File: src/rtl/mash_pkg.sv
// Shared types, LFSR constants and the output clamp for the MASH 1-1 channel array.
// Clamp works at SAT_W bits so any DAC_BW up to SAT_W-3 can reuse it.
package mash_pkg;

    typedef enum logic [1:0] {
        IDLE = 2'd0,
        CALC = 2'd1,
        OUT  = 2'd2
    } state_t;

    localparam logic [15:0] LFSR_SEED = 16'hACE1;
    // Taps 16,14,13,11 expressed as a bit mask over lfsr[15:0]
    localparam logic [15:0] LFSR_TAPS = 16'hB400;

    localparam int SAT_W = 16;

    function automatic logic [SAT_W-1:0] saturate(
        input logic signed [SAT_W-1:0] y,
        input int unsigned             bw
    );
        logic signed [SAT_W-1:0] max_v;
        max_v = signed'((SAT_W'(1) << bw) - SAT_W'(1));
        if (y < 0) begin
            saturate = '0;
        end else if (y > max_v) begin
            saturate = max_v;
        end else begin
            saturate = y;
        end
    endfunction

endpackage

File: src/rtl/mash11_slice.sv
// One channel step of a MASH 1-1 modulator: two cascaded accumulators plus
// the first-difference of the second carry, clamped to the DAC code range.
module mash11_slice
    import mash_pkg::*;
#(
    parameter int DAC_BW = 5,
    parameter int FRAC_W = 11
) (
    input  logic [DAC_BW-1:0] int_val,
    input  logic [FRAC_W-1:0] frac_val,
    input  logic              cin,
    input  logic [FRAC_W-1:0] acc1,
    input  logic [FRAC_W-1:0] acc2,
    input  logic              c2_d,
    output logic [FRAC_W-1:0] acc1_nxt,
    output logic [FRAC_W-1:0] acc2_nxt,
    output logic              c2_nxt,
    output logic [DAC_BW-1:0] y_sat
);

    localparam int YW = DAC_BW + 2;

    logic                 c1;
    logic signed [YW-1:0] y;

    always_comb begin
        {c1, acc1_nxt}     = {1'b0, acc1} + {1'b0, frac_val} + {{FRAC_W{1'b0}}, cin};
        {c2_nxt, acc2_nxt} = {1'b0, acc2} + {1'b0, acc1_nxt};
        // Range is -1 .. 2^DAC_BW+1, so two extra bits keep it exact before clamping
        y     = signed'(YW'(int_val)) + signed'(YW'(c1)) + signed'(YW'(c2_nxt))
              - signed'(YW'(c2_d));
        y_sat = DAC_BW'(saturate({{(SAT_W-YW){y[YW-1]}}, y}, DAC_BW));
    end

endmodule

File: src/rtl/axis_mash11_array.sv
// NUM_CH-channel MASH 1-1 noise shaper sharing one slice; output valid NUM_CH cycles after accept.
// Input ready only in IDLE; output held until downstream ready. MASH_DITHER_EN adds an LFSR carry-in.
module axis_mash11_array
    import mash_pkg::*;
#(
    parameter int NUM_CH = 4,
    parameter int DAC_BW = 5,
    parameter int FRAC_W = 11
) (
    input  logic                             aclk,
    input  logic                             arst_n,
    input  logic [NUM_CH*(DAC_BW+FRAC_W)-1:0] s_axis_data_tdata,
    input  logic                             s_axis_data_tvalid,
    output logic                             s_axis_data_tready,
    output logic [NUM_CH*DAC_BW-1:0]          m_axis_data_tdata,
    output logic                             m_axis_data_tvalid,
    input  logic                             m_axis_data_tready,
    input  logic                             clr
);

    localparam int WIDTH = DAC_BW + FRAC_W;
    localparam int CH_W  = (NUM_CH > 1) ? $clog2(NUM_CH) : 1;
    localparam int OUT_W = NUM_CH * DAC_BW;

    state_t                    state_q, state_d;
    logic [CH_W-1:0]           ch_q, ch_d;
    logic [NUM_CH*WIDTH-1:0]   din_q, din_d;
    logic [OUT_W-1:0]          tdata_q, tdata_d;
    logic                      tvalid_q, tvalid_d;
    logic                      tready_q, tready_d;
    logic                      pend_q, pend_d;
    logic [FRAC_W-1:0]         acc1_q [NUM_CH];
    logic [FRAC_W-1:0]         acc1_d [NUM_CH];
    logic [FRAC_W-1:0]         acc2_q [NUM_CH];
    logic [FRAC_W-1:0]         acc2_d [NUM_CH];
    logic                      c2d_q  [NUM_CH];
    logic                      c2d_d  [NUM_CH];
    logic                      do_clear;
    logic                      cin;

    logic [WIDTH-1:0]          chan_word;
    logic [FRAC_W-1:0]         acc1_nxt, acc2_nxt;
    logic                      c2_nxt;
    logic [DAC_BW-1:0]         y_sat;

    assign chan_word = din_q[ch_q*WIDTH +: WIDTH];

    mash11_slice #(
        .DAC_BW (DAC_BW),
        .FRAC_W (FRAC_W)
    ) u_slice (
        .int_val  (chan_word[WIDTH-1 -: DAC_BW]),
        .frac_val (chan_word[FRAC_W-1:0]),
        .cin      (cin),
        .acc1     (acc1_q[ch_q]),
        .acc2     (acc2_q[ch_q]),
        .c2_d     (c2d_q[ch_q]),
        .acc1_nxt (acc1_nxt),
        .acc2_nxt (acc2_nxt),
        .c2_nxt   (c2_nxt),
        .y_sat    (y_sat)
    );

`ifdef MASH_DITHER_EN
    logic [15:0] lfsr_q, lfsr_d;

    assign cin = lfsr_q[0];

    always_comb begin
        lfsr_d = lfsr_q;
        if (do_clear) begin
            lfsr_d = LFSR_SEED;
        end else if (state_q == CALC) begin
            lfsr_d = {lfsr_q[14:0], ^(lfsr_q & LFSR_TAPS)};
        end
    end

    always_ff @(posedge aclk or negedge arst_n) begin
        if (!arst_n) begin
            lfsr_q <= LFSR_SEED;
        end else begin
            lfsr_q <= lfsr_d;
        end
    end
`else
    assign cin = 1'b0;
`endif

    // A clear request blocks acceptance in the same cycle it zeroes the state
    assign s_axis_data_tready = tready_q & ~clr;
    assign m_axis_data_tdata  = tdata_q;
    assign m_axis_data_tvalid = tvalid_q;

    always_comb begin
        state_d  = state_q;
        ch_d     = ch_q;
        din_d    = din_q;
        tdata_d  = tdata_q;
        tvalid_d = tvalid_q;
        tready_d = tready_q;
        pend_d   = pend_q;
        acc1_d   = acc1_q;
        acc2_d   = acc2_q;
        c2d_d    = c2d_q;
        do_clear = 1'b0;

        case (state_q)
            IDLE: begin
                tready_d = 1'b1;
                if (clr) begin
                    do_clear = 1'b1;
                end else if (s_axis_data_tvalid && tready_q) begin
                    din_d    = s_axis_data_tdata;
                    ch_d     = '0;
                    tready_d = 1'b0;
                    state_d  = CALC;
                end
            end
            CALC: begin
                acc1_d[ch_q] = acc1_nxt;
                acc2_d[ch_q] = acc2_nxt;
                c2d_d[ch_q]  = c2_nxt;
                tdata_d[ch_q*DAC_BW +: DAC_BW] = y_sat;
                pend_d = pend_q | clr;
                if (ch_q == CH_W'(NUM_CH - 1)) begin
                    ch_d     = '0;
                    tvalid_d = 1'b1;
                    state_d  = OUT;
                end else begin
                    ch_d = ch_q + CH_W'(1);
                end
            end
            OUT: begin
                pend_d = pend_q | clr;
                if (m_axis_data_tready) begin
                    tvalid_d = 1'b0;
                    tready_d = 1'b1;
                    do_clear = pend_q | clr;
                    pend_d   = 1'b0;
                    state_d  = IDLE;
                end
            end
            default: begin
                state_d = IDLE;
            end
        endcase

        if (do_clear) begin
            for (int i = 0; i < NUM_CH; i++) begin
                acc1_d[i] = '0;
                acc2_d[i] = '0;
                c2d_d[i]  = 1'b0;
            end
        end
    end

    always_ff @(posedge aclk or negedge arst_n) begin
        if (!arst_n) begin
            state_q  <= IDLE;
            ch_q     <= '0;
            din_q    <= '0;
            tdata_q  <= '0;
            tvalid_q <= 1'b0;
            tready_q <= 1'b0;
            pend_q   <= 1'b0;
            for (int i = 0; i < NUM_CH; i++) begin
                acc1_q[i] <= '0;
                acc2_q[i] <= '0;
                c2d_q[i]  <= 1'b0;
            end
        end else begin
            state_q  <= state_d;
            ch_q     <= ch_d;
            din_q    <= din_d;
            tdata_q  <= tdata_d;
            tvalid_q <= tvalid_d;
            tready_q <= tready_d;
            pend_q   <= pend_d;
            acc1_q   <= acc1_d;
            acc2_q   <= acc2_d;
            c2d_q    <= c2d_d;
        end
    end

endmodule

File: config.mk
export PLATFORM = sky130hd
export DESIGN_NAME = axis_mash11_array
export DESIGN_NICKNAME = d
export VERILOG_FILES = /design/src/rtl/mash_pkg.sv /design/src/rtl/mash11_slice.sv /design/src/rtl/axis_mash11_array.sv
export SDC_FILE = /design/constraint.sdc
export NUM_CORES = 1
export LEC_CHECK = 0
export CAP_MARGIN = 40
export CORE_ASPECT_RATIO = 1.1
export CORE_MARGIN = 5
export CORE_UTILIZATION = 30
export CTS_BUF_LIST = sky130_fd_sc_hd__clkbuf_16
export DETAILED_ROUTE_END_ITERATION = 10
export PLACE_DENSITY = 0.58
export SLEW_MARGIN = 5
export SYNTH_ARGS = -nofsm -noshare
export SYNTH_HDL_FRONTEND = slang
export SYNTH_SLANG_ARGS = --single-unit
File: constraint.sdc
create_clock -name aclk -period 6.1 [get_ports aclk]
set_clock_uncertainty 0.1 [all_clocks]
set_input_delay 0.61 -clock aclk [delete_from_list [all_inputs] [get_ports aclk]]
set_output_delay 0.61 -clock aclk [all_outputs]
set_load 0.02 [all_outputs]
**Word level (Yosys, flattened, before mapping)**

Cells that the tools add are included.

- Add/sub/neg operators: 7
- $mul: 1
- Magnitude comparators: 4
- Eq/ne operators: 7
- Shifts and indexed selects: 3
- Multiplexer cells: 46
- Bitwise logic cells: 4
- Reductions and logical operators: 12

Operators by type and width:

| cell | number |
|---|---|
| $mux 44 | 4 |
| $bwmux 44 | 2 |
| $shiftx 64x7->16 | 1 |
| $mux 11 | 5 |
| $bmux 11 s2 | 2 |
| $neg 5->34 | 1 |
| $shift 5x34->20 const A | 1 |
| $shiftx 5x34->20 | 1 |
| $add 11x11->12 | 2 |
| $demux 11 s2 | 1 |
| $bwmux 20 | 1 |
| $mux 2 | 7 |
| $mux 1 | 11 |
| $mux 5 | 2 |
| $reduce_and 3->1 | 3 |
| $mux 4 | 2 |
| $ne 2x2->1 const B | 4 |
| $pmux 1 s2 | 4 |
| $reduce_bool 2->1 | 4 |
| $add 7x2->7 | 1 |
| $gt 7x6->1 const B | 1 |
| $lt 7x1->1 const B | 1 |
| $sub 7x2->7 | 1 |
| $add 5x1->6 | 1 |
| 19 further kinds | 21 |

- Register bits after elaboration: 183
- Bits of input ports: 69
- Output and inout port bits: 22
- Word-level logic and storage cells: 103

**Depth between registers and ports, before layout**

Gate-level depths: netlist of run 1.

- Depth after elaboration: 13
- Depth in mapped cells: 28
- Gate-level depth less buffers: 26

**Modules after synthesis**

From an unflattened synthesis of run 1, not the netlist that was laid out.

- Cells, all modules: 860
- Area, all modules: 9540.4 µm²

By module, submodules not included:

| module | times used | cells each | area each (µm²) | seq. area each (µm²) |
|---|---|---|---|---|
| axis_mash11_array | 1 | 688 | 8271.7 | 4579.4 |
| mash11_slice | 1 | 172 | 1268.7 | 0.0 |

**Least setup slack after synthesis of run 1**

OpenSTA, ideal clock, no wires.

- Path kind: register -> register
- Start: register ch_q[0]
- End: register tdata_q[13], in the netlist m_axis_data_tdata[13]
- Setup time: 77 ps
- Arrival time: 6559 ps
- Data required time: 5923 ps
- Slack: -635 ps
- Cell stages (with the launch flop): 28
- Buffers on the path: 2
- Period minus slack after synthesis: 6735 ps
- Cell sequence: dfrtp_1 > buf_6 > buf_1 > mux4_2 > ha_1 > fa_1 > a211o_1 > o211ai_1 > a21oi_1 > nor2_1 > xor2_1 > inv_1 > ha_1 > a21oi_1 > o21ai_0 > a2bb2oi_1 > o31ai_1 > ha_1 > inv_1 > ha_1 > inv_1 > fa_1 > nor2b_1 > o31ai_1 > a21oi_1 > xnor2_1 > or4_1 > o21ai_1

- Cells in the longest elaborated chain, start to end: 13
- Elaborated cells between the ends (all ways): 25
- Classes of those cells: add/sub: 6; mul: 1; order compare: 2; shift: 3; mux: 12; bitwise: 1

Ends and longest elaborated chain:

| item | line | text |
|---|---|---|
| start, declared | axis_mash11_array.sv:26 | `logic [CH_W-1:0] ch_q, ch_d;` |
| start signal, assigned | axis_mash11_array.sv:173 | `ch_q <= ch_d;` |
| branches (longest 12 deep; another with $add 11x11->12) | -- |  |
| $bwmux 20 (*) | axis_mash11_array.sv:123 | `tdata_d[ch_q*DAC_BW +: DAC_BW] = y_sat;` |
| end signal, assigned | axis_mash11_array.sv:175 | `tdata_q <= tdata_d;` |
| end, declared | axis_mash11_array.sv:28 | `logic [OUT_W-1:0] tdata_q, tdata_d;` |

Every way passes the cells marked *. The select of a mux whose other input is x is not followed.
A chain may end at the register's enable or synchronous reset.

**Final worst setup path of run 1**

- Start: register ch_q[0]
- End: register tdata_q[14], in the netlist m_axis_data_tdata[14]

Same word-level chain as after synthesis.

==> summary.txt, run 1 <==
Drt
  • Vias/cell: ~5.0
  • Via count: 6,960
  • Top routing layer used: met4
  • Routed wire length: about 24,000 µm
  • Drt pass-1 iters: 4
  • Metal2 WL: 11,500 µm
  • DR WL/cell: between 15 and 20 µm
  • Post-route DRC violation count: 0
  • Met1 wire length: about 11,000 µm
  • Detail Route Antenna Nets: 0
  • DR iter-0 viols: 487
  • Met3 wire len: around 930 µm

Setup path
  • Startpoint Class: flip-flop
  • Critical Path Max Stage Delay: approximately 0.56 ns
  • Worst EP arrival: slightly above 6 ns
  • Worst-case reg-to-reg path depth: 26
  • Type of destination of the critical path: flip-flop
  • Cell count along the critical path: 26
  • Worst Path Required: approximately 6.4 ns
  • Critical path's slowest cell: mux4_2
  • CP Buf/Inv Count: 4
  • Critical path class: reg2reg
  • Cell family with most CP delay: compound AO/OA/AOI/OAI gates
  • CP max FO: 5

Floorplan
  • Core Area: roughly 31,000 µm²
  • Die W: between 150 and 200 µm
  • Row count: 68
  • Die area: between 30,000 and 40,000 µm²
  • Die span in y: between 150 and 200 µm
  • Initial Util: between 30% and 40%
  • Top Ports: just over 90

Global route
  • Total gr overflow: 0
  • Vias in the first global route: approximately 7,000
  • First-pass GRT wire length: roughly 39,000 µm
  • Pin count of the biggest net entering global routing: between 60 and 70
  • Gr usage total: 14.0%
  • Initial antenna violation count: 1

Logic synthesis
  • Synth top cells by count: dfrtp_1 (183), nand2_1 (111), mux2_2 (65)
  • Synth top area cells: dfrtp_1 (49%), mux4_2 (9.3%), mux2_2 (7.8%), ha_1 (5.3%), nand2_1 (4.4%)
  • FF+latch count, synth: 183
  • Most instantiated library cell after synthesis: dfrtp_1
  • Post-synth top area share: slightly below 50%
  • Syn avg cell area: between 10 and 15 µm²
  • Ys async rst share: 100%
  • Synth area leader: dfrtp_1
  • Synth cell types: 48
  • Post-Synthesis Cells: 845
  • Post-Synthesis Net Count: 957
  • Number of synthesized flops with an enable pin: 0
  • Seq/Total Area, Yosys: 48.6%
  • Post-synthesis cell area: around 9400 µm²
  • Main synth FF type: dfrtp_1
  • Yosys warns: 0

Layout
  • Share of post-route cells with drive strength above 1: between 20% and 30%
  • Synth-to-Final Area Change: 26.8%
  • # diodes: 0
  • Final #Nets: approximately 1,100

Clock network
  • CTS Buffer Depth: 2
  • H-Tree Depth: 4
  • CTS Sinks: roughly 180
  • CTS tree: yes
  • CTS Buf Count: 17
  • Clock Latency Late Sink: ~0.44 ns
  • Clk pin slew, worst setup/hold paths: about 0.070 ns
  • CTS root buffer: clkbuf_16

Place
  • DP HPWL: ~17,000 µm
  • GPL Wtd Cong: 0.803
  • Port-buffer cells: 90

STA
  • Maximum clock frequency: 0.170 GHz
  • Crit share post-route: 96.5%
  • Worst slew pin tran: about 0.8 ns
  • Final setup TNS: 0 ns
  • Fin. Hold Viols: 0
  • Setup violations, final: 0
  • Final worst path period need: approximately 5.9 ns
  • Slew headroom: 46.8%
  • Slew Viols, Final: 0

Outcome
  • Outcome: complete, no violations

Min path
  • Hold path depth: 2
  • Class of the worst hold path: reg2reg

Flow run
  • Max-Cap Viols: 0
==> registers in the layout, indices dropped and copies added, names as in the netlist <==
register	cells
din_q	64
acc1_q	44
acc2_q	44
m_axis_data_tdata	20
c2d_q	4
ch_q	2
state_q	2
m_axis_data_tvalid	1
pend_q	1
tready_q	1
==> cell usage in the layout, fill, tap and decap left out, types with 6 or more instances in the layout <==
master	netlist	final
a211oi_1	17	17
a21oi_1	64	59
a22o_1	13	13
a31oi_1	6	6
buf_4	0	43
clkbuf_16	0	17
clkdlybuf4s50_1	0	89
dfrtp_1	183	181
ha_1	40	36
inv_1	24	23
mux2_2	65	65
mux4_2	39	39
nand2_1	111	110
nand2b_1	7	7
nand3_1	33	32
nor2_1	40	39
nor2b_1	8	6
nor3_1	15	14
o21a_1	7	7
o21ai_0	52	51
xnor2_1	18	17
==> kinds of logic after synthesis <==
family | share of synthesized area [%]
AO/OA/AOI/OAI | 12.0
XOR/XNOR | 2.14
adder cells (fa/ha/maj) | 5.95
buffers and inverters | 2.99
flip-flops | 48.6
multiplexers | 17.5
AND/OR/NAND/NOR | 10.9
==> worst paths after layout <==
kind / start / endpoint / slack, ns
setup reg to reg: ch_q[0]$_DFFE_PN0P_ / m_axis_data_tdata[14]$_DFFE_PN0P_ / 0.21
hold reg to reg: m_axis_data_tdata[3]$_DFFE_PN0P_ / m_axis_data_tdata[3]$_DFFE_PN0P_ / 0.39
hold / removal: m_axis_data_tdata[3]$_DFFE_PN0P_ / m_axis_data_tdata[3]$_DFFE_PN0P_ / 0.39
setup / recovery: ch_q[0]$_DFFE_PN0P_ / m_axis_data_tdata[14]$_DFFE_PN0P_ / 0.21
max in group asynchronous: arst_n / acc2_q[42]$_DFFE_PN0P_ / 4.14
min in group asynchronous: arst_n / din_q[26]$_DFFE_PN0P_ / 0.56
==> final cells by class <==
cell class	count	area, µm²
Inverter	24	90.1
Sequential cell	183	4580
Clock inverter	15	173
Timing Repair Buffer	143	1390
Tap cell	420	526
Multi-Input combinational cell	590	4770
Clock buffer	17	425
Fill cell	3066	19300
==> timing repair <==
action | in CTS | in global routing
pin swaps | 1 | 17
gates resized for setup | 1 | 29
hold buffers | 1 | 0
buffers inserted | 1 | 5
hold endpoints to repair | 9 | 0
endpoints found under the setup margin | 13 | 20
==> worst min-delay path, stage by stage (launching register included) <==
cell	delay (ns)
dfrtp_1	0.35
nand2_1	0.05
o21ai_0	0.06
==> stage by stage <==
| step | util (%) | instance area, µm² | hold WS, ns | worst slack (ns) | cells |
|---|---|---|---|---|---|
| 6_report | 38.3 | 12000 | 0.395 | 0.211 | 1392 |
| 5_1_grt | 38.3 | 12000 | 0.418 | -0.0454 | 1392 |
| 4_1_cts | 37.8 | 11800 | 0.398 | 0.00362 | 1387 |
| 3_5_place_dp | 35.8 | 11200 | 0.381 | -0.155 | 1353 |
| 3_3_place_gp | 35.4 | 11100 | 0.377 | -0.0950 | 1347 |
| 2_1_floorplan | - | 9500 | 0.214 | 0.0426 | 845 |
==> routing by layer <==
| layer | track usage (%) | vias to the layer above |
|---|---|---|
| met5 | 0 | - |
| li1 | - | 3274 |
| met3 | 2.87 | 26 |
| met1 | 19.9 | 3516 |
| met4 | 3.36 | 0 |
| met2 | 21.8 | 144 |
Power of run 1 is left out: the tool's default activity adds up to more than one toggle a clock period on the data nets, which glitch-free logic cannot reach.
==> run 2: changes to the inputs <==
--- a/config.mk
+++ b/config.mk
@@ -7,11 +7,12 @@
 export LEC_CHECK = 0
 export CAP_MARGIN = 40
 export CORE_ASPECT_RATIO = 1.1
-export CORE_MARGIN = 5
+export CORE_MARGIN = 8
 export CORE_UTILIZATION = 30
 export CTS_BUF_LIST = sky130_fd_sc_hd__clkbuf_16
+export CTS_CLUSTER_SIZE = 12
 export DETAILED_ROUTE_END_ITERATION = 10
-export PLACE_DENSITY = 0.58
+export PLACE_DENSITY = 0.56
 export SLEW_MARGIN = 5
 export SYNTH_ARGS = -nofsm -noshare
 export SYNTH_HDL_FRONTEND = slang
==> constraint.sdc (replaced) <==
create_clock -name aclk -period 6.3 [get_ports aclk]
set_clock_uncertainty 0.1 [all_clocks]
set_input_delay 0.63 -clock aclk [delete_from_list [all_inputs] [get_ports aclk]]
set_output_delay 0.63 -clock aclk [all_outputs]
set_load 0.02 [all_outputs]
==> run 2 against run 1 <==
  * The flow now finishes with violations (hold timing)
  * Cell area shrank 0.55%
  * Via count shrank 2.2%
  * Critical path depth is the same
  * Highest routed layer unchanged
==> summary.txt, run 2 (synthesis gave the netlist of run 1 again) <==
Global route
  • Total gr overflow: 0 (unchanged)
  • Pin count of the biggest net entering global routing: 69 (unchanged)
  • Gr usage total: 13.4% (-0.60 points)
  • First-pass GRT wire length: 39,500 µm (+2.1%)
  • Vias in the first global route: 7,048 (+1.1%)
  • Initial antenna violation count: 1 (unchanged)

Clock network
  • CTS Buf Count: 17 (unchanged)
  • CTS tree: yes
  • Cts hold-fix bufs: 0 (-1)
  • CTS Buffer Depth: 2 (unchanged)
  • CTS Sinks: 183 (unchanged)
  • CTS root buffer: clkbuf_16
  • Clk pin slew, worst setup/hold paths: 0.08 ns (about the same)
  • H-Tree Depth: 4 (unchanged)
  • Clock Latency Late Sink: 0.45 ns (about the same)

STA
  • Fin. Hold Viols: 2 (+2)
  • Hold_ws: -0.00674 ns (-0.401 ns)
  • Final setup TNS: 0 ns (unchanged)
  • Crit share post-route: 96.2% (-0.35 points)
  • Maximum clock frequency: 0.165 GHz (-2.8%)
  • Worst slew pin tran: 0.760 ns (-0.0383 ns)
  • Final worst path period need: 6.06 ns (+0.171 ns)
  • Setup violations, final: 0 (unchanged)
  • Slew headroom: 49.3% (+2.6 points)
  • Slew Viols, Final: 0 (unchanged)

Setup path
  • Worst EP arrival: 6.33 ns (+0.19 ns)
  • Critical path class: reg2reg
  • Startpoint Class: flip-flop
  • Reg2Reg Setup Slack: 0.24 ns (+0.03 ns)
  • CP max FO: 6 (+1)
  • Worst Path Required: 6.57 ns (+0.21 ns)
  • Type of destination of the critical path: flip-flop

Layout
  • # diodes: 0 (unchanged)
  • Most common cell after layout, fill and taps aside: dfrtp_1
  • Final #Nets: 1,062 (-0.84%)
  • Share of post-route cells with drive strength above 1: 22.9% (-0.096 points)
  • Non-filler cells, final: 1,383 (-0.65%)
  • Most frequent cells in the layout: dfrtp_1 (181), nand2_1 (110), clkdlybuf4s50_1 (89)
  • Largest register FFs: 64 (unchanged)
  • Fillers: 3,114 (+1.6%)
  • Synth-to-Final Area Change: 26.1%
  • Largest Register: din_q
  • Top flop regs: din_q: 64 flops, acc1_q: 44 flops, acc2_q: 44 flops

Min path
  • Class of the worst hold path: in2async

Drt
  • Drt pass-1 iters: 5 (+1)
  • Vias/cell: 4.92 (-1.6%)
  • DR WL/cell: 17.5 µm (+0.75%)
  • DR iter-0 viols: 578 (+19%)
  • Routed wire length: 24,200 µm (+0.10%)
  • Via count: 6,807 (-2.2%)
  • Detail Route Antenna Nets: 0 (unchanged)
  • Post-route DRC violation count: 0 (unchanged)

Flow run
  • Max-Cap Viols: 0 (unchanged)

Floorplan
  • Row count: 68 (unchanged)
  • Top Ports: 91 (unchanged)
  • Die area: 37,400 µm² (+6.5%)
  • Die span in y: 202 µm (+3.1%)
  • Core Area: 31,100 µm² (-0.27%)
  • Initial Util: 30.3% (+0.082 points)
  • Die W: 185 µm (+3.4%)

Place
  • GPL Wtd Cong: 0.782 (-2.7%)
  • DP HPWL: 16,600 µm (-1.9%)
  • Port-buffer cells: 90 (unchanged)
  • Cell total after placement: 1,344 (-0.67%)

Outcome
  • Outcome: finished, violations left
  • Failing checks: hold timing
run 2: cell types whose count changed in the layout (fill, tap and decap cells not counted), moves of 3 or more:
| cell | change |
|---|---|
| inv_8 | +3 |
| clkinv_8 | +3 |
| buf_4 | -7 |
| clkinv_1 | -3 |
| buf_12 | -3 |
run 2: worst paths after layout:
check | startpoint | endpoint | cells past startpoint
min reg2reg | m_axis_data_tdata[19]$_DFFE_PN0P_ | m_axis_data_tdata[19]$_DFFE_PN0P_ | 2
max in group asynchronous | arst_n | acc1_q[33]$_DFFE_PN0P_ | 3
min in group aclk | m_axis_data_tdata[19]$_DFFE_PN0P_ | m_axis_data_tdata[19]$_DFFE_PN0P_ | 2
max reg2reg | ch_q[0]$_DFFE_PN0P_ | m_axis_data_tdata[13]$_DFFE_PN0P_ | 26
min | arst_n | din_q[50]$_DFFE_PN0P_ | 1
max | ch_q[0]$_DFFE_PN0P_ | m_axis_data_tdata[13]$_DFFE_PN0P_ | 26
run 2: routing by layer:
layer / global-route usage [%] / up-vias / part of all wire (%)
li1: - / 3249 / -
met3: 2.07 / 11 / 5.0
met1: 18.4 / 3414 / 45
met4: 3.38 / 0 / 0.60
met2: 21.7 / 133 / 49
met5: 0 / - / 0
run 2: what timing repair did:
item,4_1_cts,5_1_grt
gates resized for setup,6,31
buffers inserted,1,6
endpoints found under the setup margin,20,20
pin swaps,2,13
run 2: critical path: stages, from the launching register on:
cell and delay, ns:
dfrtp_2 0.44, mux4_2 0.56, ha_4 0.20, fa_2 0.41
a211o_1 0.31, o211ai_1 0.17, nor2b_2 0.23, o21bai_2 0.10
xnor2_2 0.25, inv_2 0.08, ha_4 0.26, a21oi_4 0.17
o21ai_2 0.07, a2bb2oi_2 0.18, o31ai_2 0.27, buf_4 0.18
ha_1 0.22, inv_1 0.06, ha_2 0.17, inv_1 0.05
fa_2 0.34, nor2b_2 0.15, o31ai_2 0.08, a21oi_2 0.20
xnor2_2 0.15, or4_4 0.46, o21ai_2 0.13
run 2: cell type report:
type                            instances  area [µm²]  area share [%]
Multi-Input combinational cell        590        4760            40.0
Sequential cell                       183        4580            38.5
Timing Repair Buffer                  134        1330            11.2
Tap cell                              420         526            4.42
Clock buffer                           17         425            3.58
Clock inverter                         15         180            1.52
Inverter                               24        90.1           0.758
run 2: metrics by stage:
step	utilization (%)	area [µm²]	setup slack, ns
global route	38.2	11900	-0.0551
detailed placement	35.5	11100	-0.226
finish	38.2	11900	0.240
global placement	35.1	10900	-0.0754
CTS	37.6	11700	0.0428
floorplan	-	9440	0.0433
Power of run 2 is left out for the same reason.
==> run 3: changes to the inputs <==
--- a/config.mk
+++ b/config.mk
@@ -5,13 +5,13 @@
 export SDC_FILE = /design/constraint.sdc
 export NUM_CORES = 1
 export LEC_CHECK = 0
-export CAP_MARGIN = 40
 export CORE_ASPECT_RATIO = 1.1
 export CORE_MARGIN = 8
 export CORE_UTILIZATION = 30
 export CTS_BUF_LIST = sky130_fd_sc_hd__clkbuf_16
 export CTS_CLUSTER_SIZE = 12
 export DETAILED_ROUTE_END_ITERATION = 10
+export HOLD_SLACK_MARGIN = 0.06
 export PLACE_DENSITY = 0.56
 export SLEW_MARGIN = 5
 export SYNTH_ARGS = -nofsm -noshare
==> run 3 against run 2 <==
  * The flow now finishes without violations
  * Register-to-register slack hardly changed
  * Hold slack better by 0.40 ns
  * Count of clock-buffer cells in the layout did not move
  * Wire length fell by 0.20%
  * Critical path depth stayed put
  * Cell area is 0.97% lower
  * Global-route usage decreased by 0.21 points
  * Setup slack got worse by 0.015 ns
  * Core utilization decreased by 0.37 points
==> summary.txt, run 3 (synthesis gave the netlist of run 1 again) <==
STA
  • Slew headroom: 26.7% (-23 points)
  • Setup violations, final: 0 (unchanged)
  • Worst setup margin: 0.225 ns (-0.0149 ns)
  • RSZ-0062 raised after global routing: true
  • Final worst path period need: 6.08 ns (+0.0150 ns)
  • Worst slew pin tran: 1.10 ns (+0.339 ns)
  • Maximum clock frequency: 0.165 GHz (-0.25%)
  • Fin. Hold Viols: 0 (-2)
  • Crit share post-route: 96.4% (+0.24 points)
  • Slew Viols, Final: 0 (unchanged)

Place
  • Port-buffer cells: 90 (unchanged)
  • GPL Wtd Cong: 0.782 (unchanged)
  • Worst slack, placed: -0.171 ns (+0.0543 ns)
  • DP HPWL: 16,300 µm (-1.8%)

Global route
  • Total gr overflow: 0 (unchanged)
  • Vias in the first global route: 7,007 (-0.58%)
  • First-pass GRT wire length: 38,900 µm (-1.5%)
  • Initial antenna violation count: 0 (-1)
  • Gr usage total: 13.2% (-0.21 points)
  • Pin count of the biggest net entering global routing: 70 (+1.4%)

Drt
  • Drt pass-1 iters: 5 (unchanged)
  • Post-route DRC violation count: 0 (unchanged)
  • Routed wire length: 24,100 µm (-0.20%)
  • Detail Route Antenna Nets: 0 (unchanged)
  • Via count: 6,804 (-0.044%)
  • Vias/cell: 4.94 (+0.32%)
  • DR iter-0 viols: 464 (-20%)
  • DR WL/cell: 17.5 µm (+0.16%)

Setup path
  • Worst Path Required: 6.57 ns (about the same)
  • Type of destination of the critical path: flip-flop
  • CP max FO: 6 (unchanged)
  • Critical path class: reg2reg
  • CP Buf/Inv Count: 4 (unchanged)
  • Worst EP arrival: 6.34 ns (about the same)
  • Critical Path Max Stage Delay: 0.56 ns (about the same)
  • Critical path's slowest cell: mux4_2
  • Startpoint Class: flip-flop
  • Cell family with most CP delay: compound AO/OA/AOI/OAI gates

Layout
  • # diodes: 0 (unchanged)
  • Largest Register: din_q
  • Final #Nets: 1,058 (-0.38%)
  • Synth-to-Final Area Change: 24.9%
  • Fillers: 3,100 (-0.45%)
  • Share of post-route cells with drive strength above 1: 22.9% (-0.089 points)
  • Most common cell after layout, fill and taps aside: dfrtp_1
  • Top flop regs: din_q: 64 flops, acc1_q: 44 flops, acc2_q: 44 flops
  • Most frequent cells in the layout: dfrtp_1 (181), nand2_1 (110), clkdlybuf4s50_1 (89)
  • Largest register FFs: 64 (unchanged)

Floorplan
  • Core Area: 31,100 µm² (unchanged)
  • Die span in y: 202 µm (unchanged)
  • Die area: 37,400 µm² (unchanged)
  • Initial Util: 30.3% (unchanged)
  • Die W: 185 µm (unchanged)
  • Top Ports: 91 (unchanged)
  • Row count: 68 (unchanged)

Flow run
  • Max-Cap Viols: 0 (unchanged)

Clock network
  • Clock Latency Late Sink: 0.44 ns (about the same)
  • CTS Sinks: 183 (unchanged)
  • H-Tree Depth: 4 (unchanged)
  • Clk pin slew, worst setup/hold paths: 0.07 ns (about the same)
  • CTS root buffer: clkbuf_16
  • CTS tree: yes
  • CTS Buf Count: 17 (unchanged)
  • CTS Buffer Depth: 2 (unchanged)

Min path
  • Class of the worst hold path: reg2reg

Outcome
  • Outcome: complete, no violations
[run 3: stage by stage]
stage	hold slack (ns)	util (%)	TNS, ns	instances	instance area, µm²
after global placement	0.375	35.1	-0.561	1338	10900
after CTS	0.399	37.1	0	1371	11600
after global routing	0.416	37.8	-0.132	1378	11800
after floorplan	0.234	-	0	845	9440
after detailed placement	0.383	35.1	-1.83	1338	10900
final	0.389	37.8	0	1378	11800
[run 3: final timing paths]
check,from,end,slack [ns],cells after the start
max,ch_q[0]$_DFFE_PN0P_,m_axis_data_tdata[14]$_DFFE_PN0P_,0.22,26
min,m_axis_data_tdata[19]$_DFFE_PN0P_,m_axis_data_tdata[19]$_DFFE_PN0P_,0.39,2
max in group asynchronous,arst_n,ch_q[1]$_DFFE_PN0P_,4.22,3
min reg2reg,m_axis_data_tdata[19]$_DFFE_PN0P_,m_axis_data_tdata[19]$_DFFE_PN0P_,0.39,2
min in group asynchronous,arst_n,din_q[36]$_DFFE_PN0P_,0.57,2
max reg2reg,ch_q[0]$_DFFE_PN0P_,m_axis_data_tdata[14]$_DFFE_PN0P_,0.22,26
[run 3: tightest hold or removal path, delay by kind of cell (launching register included)]
family,cells,cell delay (ns)
flops,1,0.35
compound gates,1,0.06
simple gates,1,0.05
[run 3: timing repair]
| item | in CTS | in global routing |
|---|---|---|
| gates resized for setup | 6 | 36 |
| buffers inserted | 1 | 7 |
| hold endpoints to repair | 43 | 0 |
| hold buffers | 1 | 0 |
| endpoints found under the setup margin | 20 | 20 |
| pin swaps | 0 | 12 |
[run 3: area by class of cell]
cell class                      instances  area (µm²)  area share [%]
Multi-Input combinational cell        590        4780            40.6
Sequential cell                       183        4580            38.9
Timing Repair Buffer                  130        1210            10.3
Tap cell                              420         526            4.46
Clock buffer                           17         425            3.61
Clock inverter                         14         159            1.35
Inverter                               24        90.1           0.765
[run 3: per-layer routing]
metal  routed length, µm  GRT usage, %
met1               11200          18.1
met2               11800          21.2
met3                 976          2.23
met4                 216          3.15
met5                   0             0
Power of run 3 is left out for the same reason.
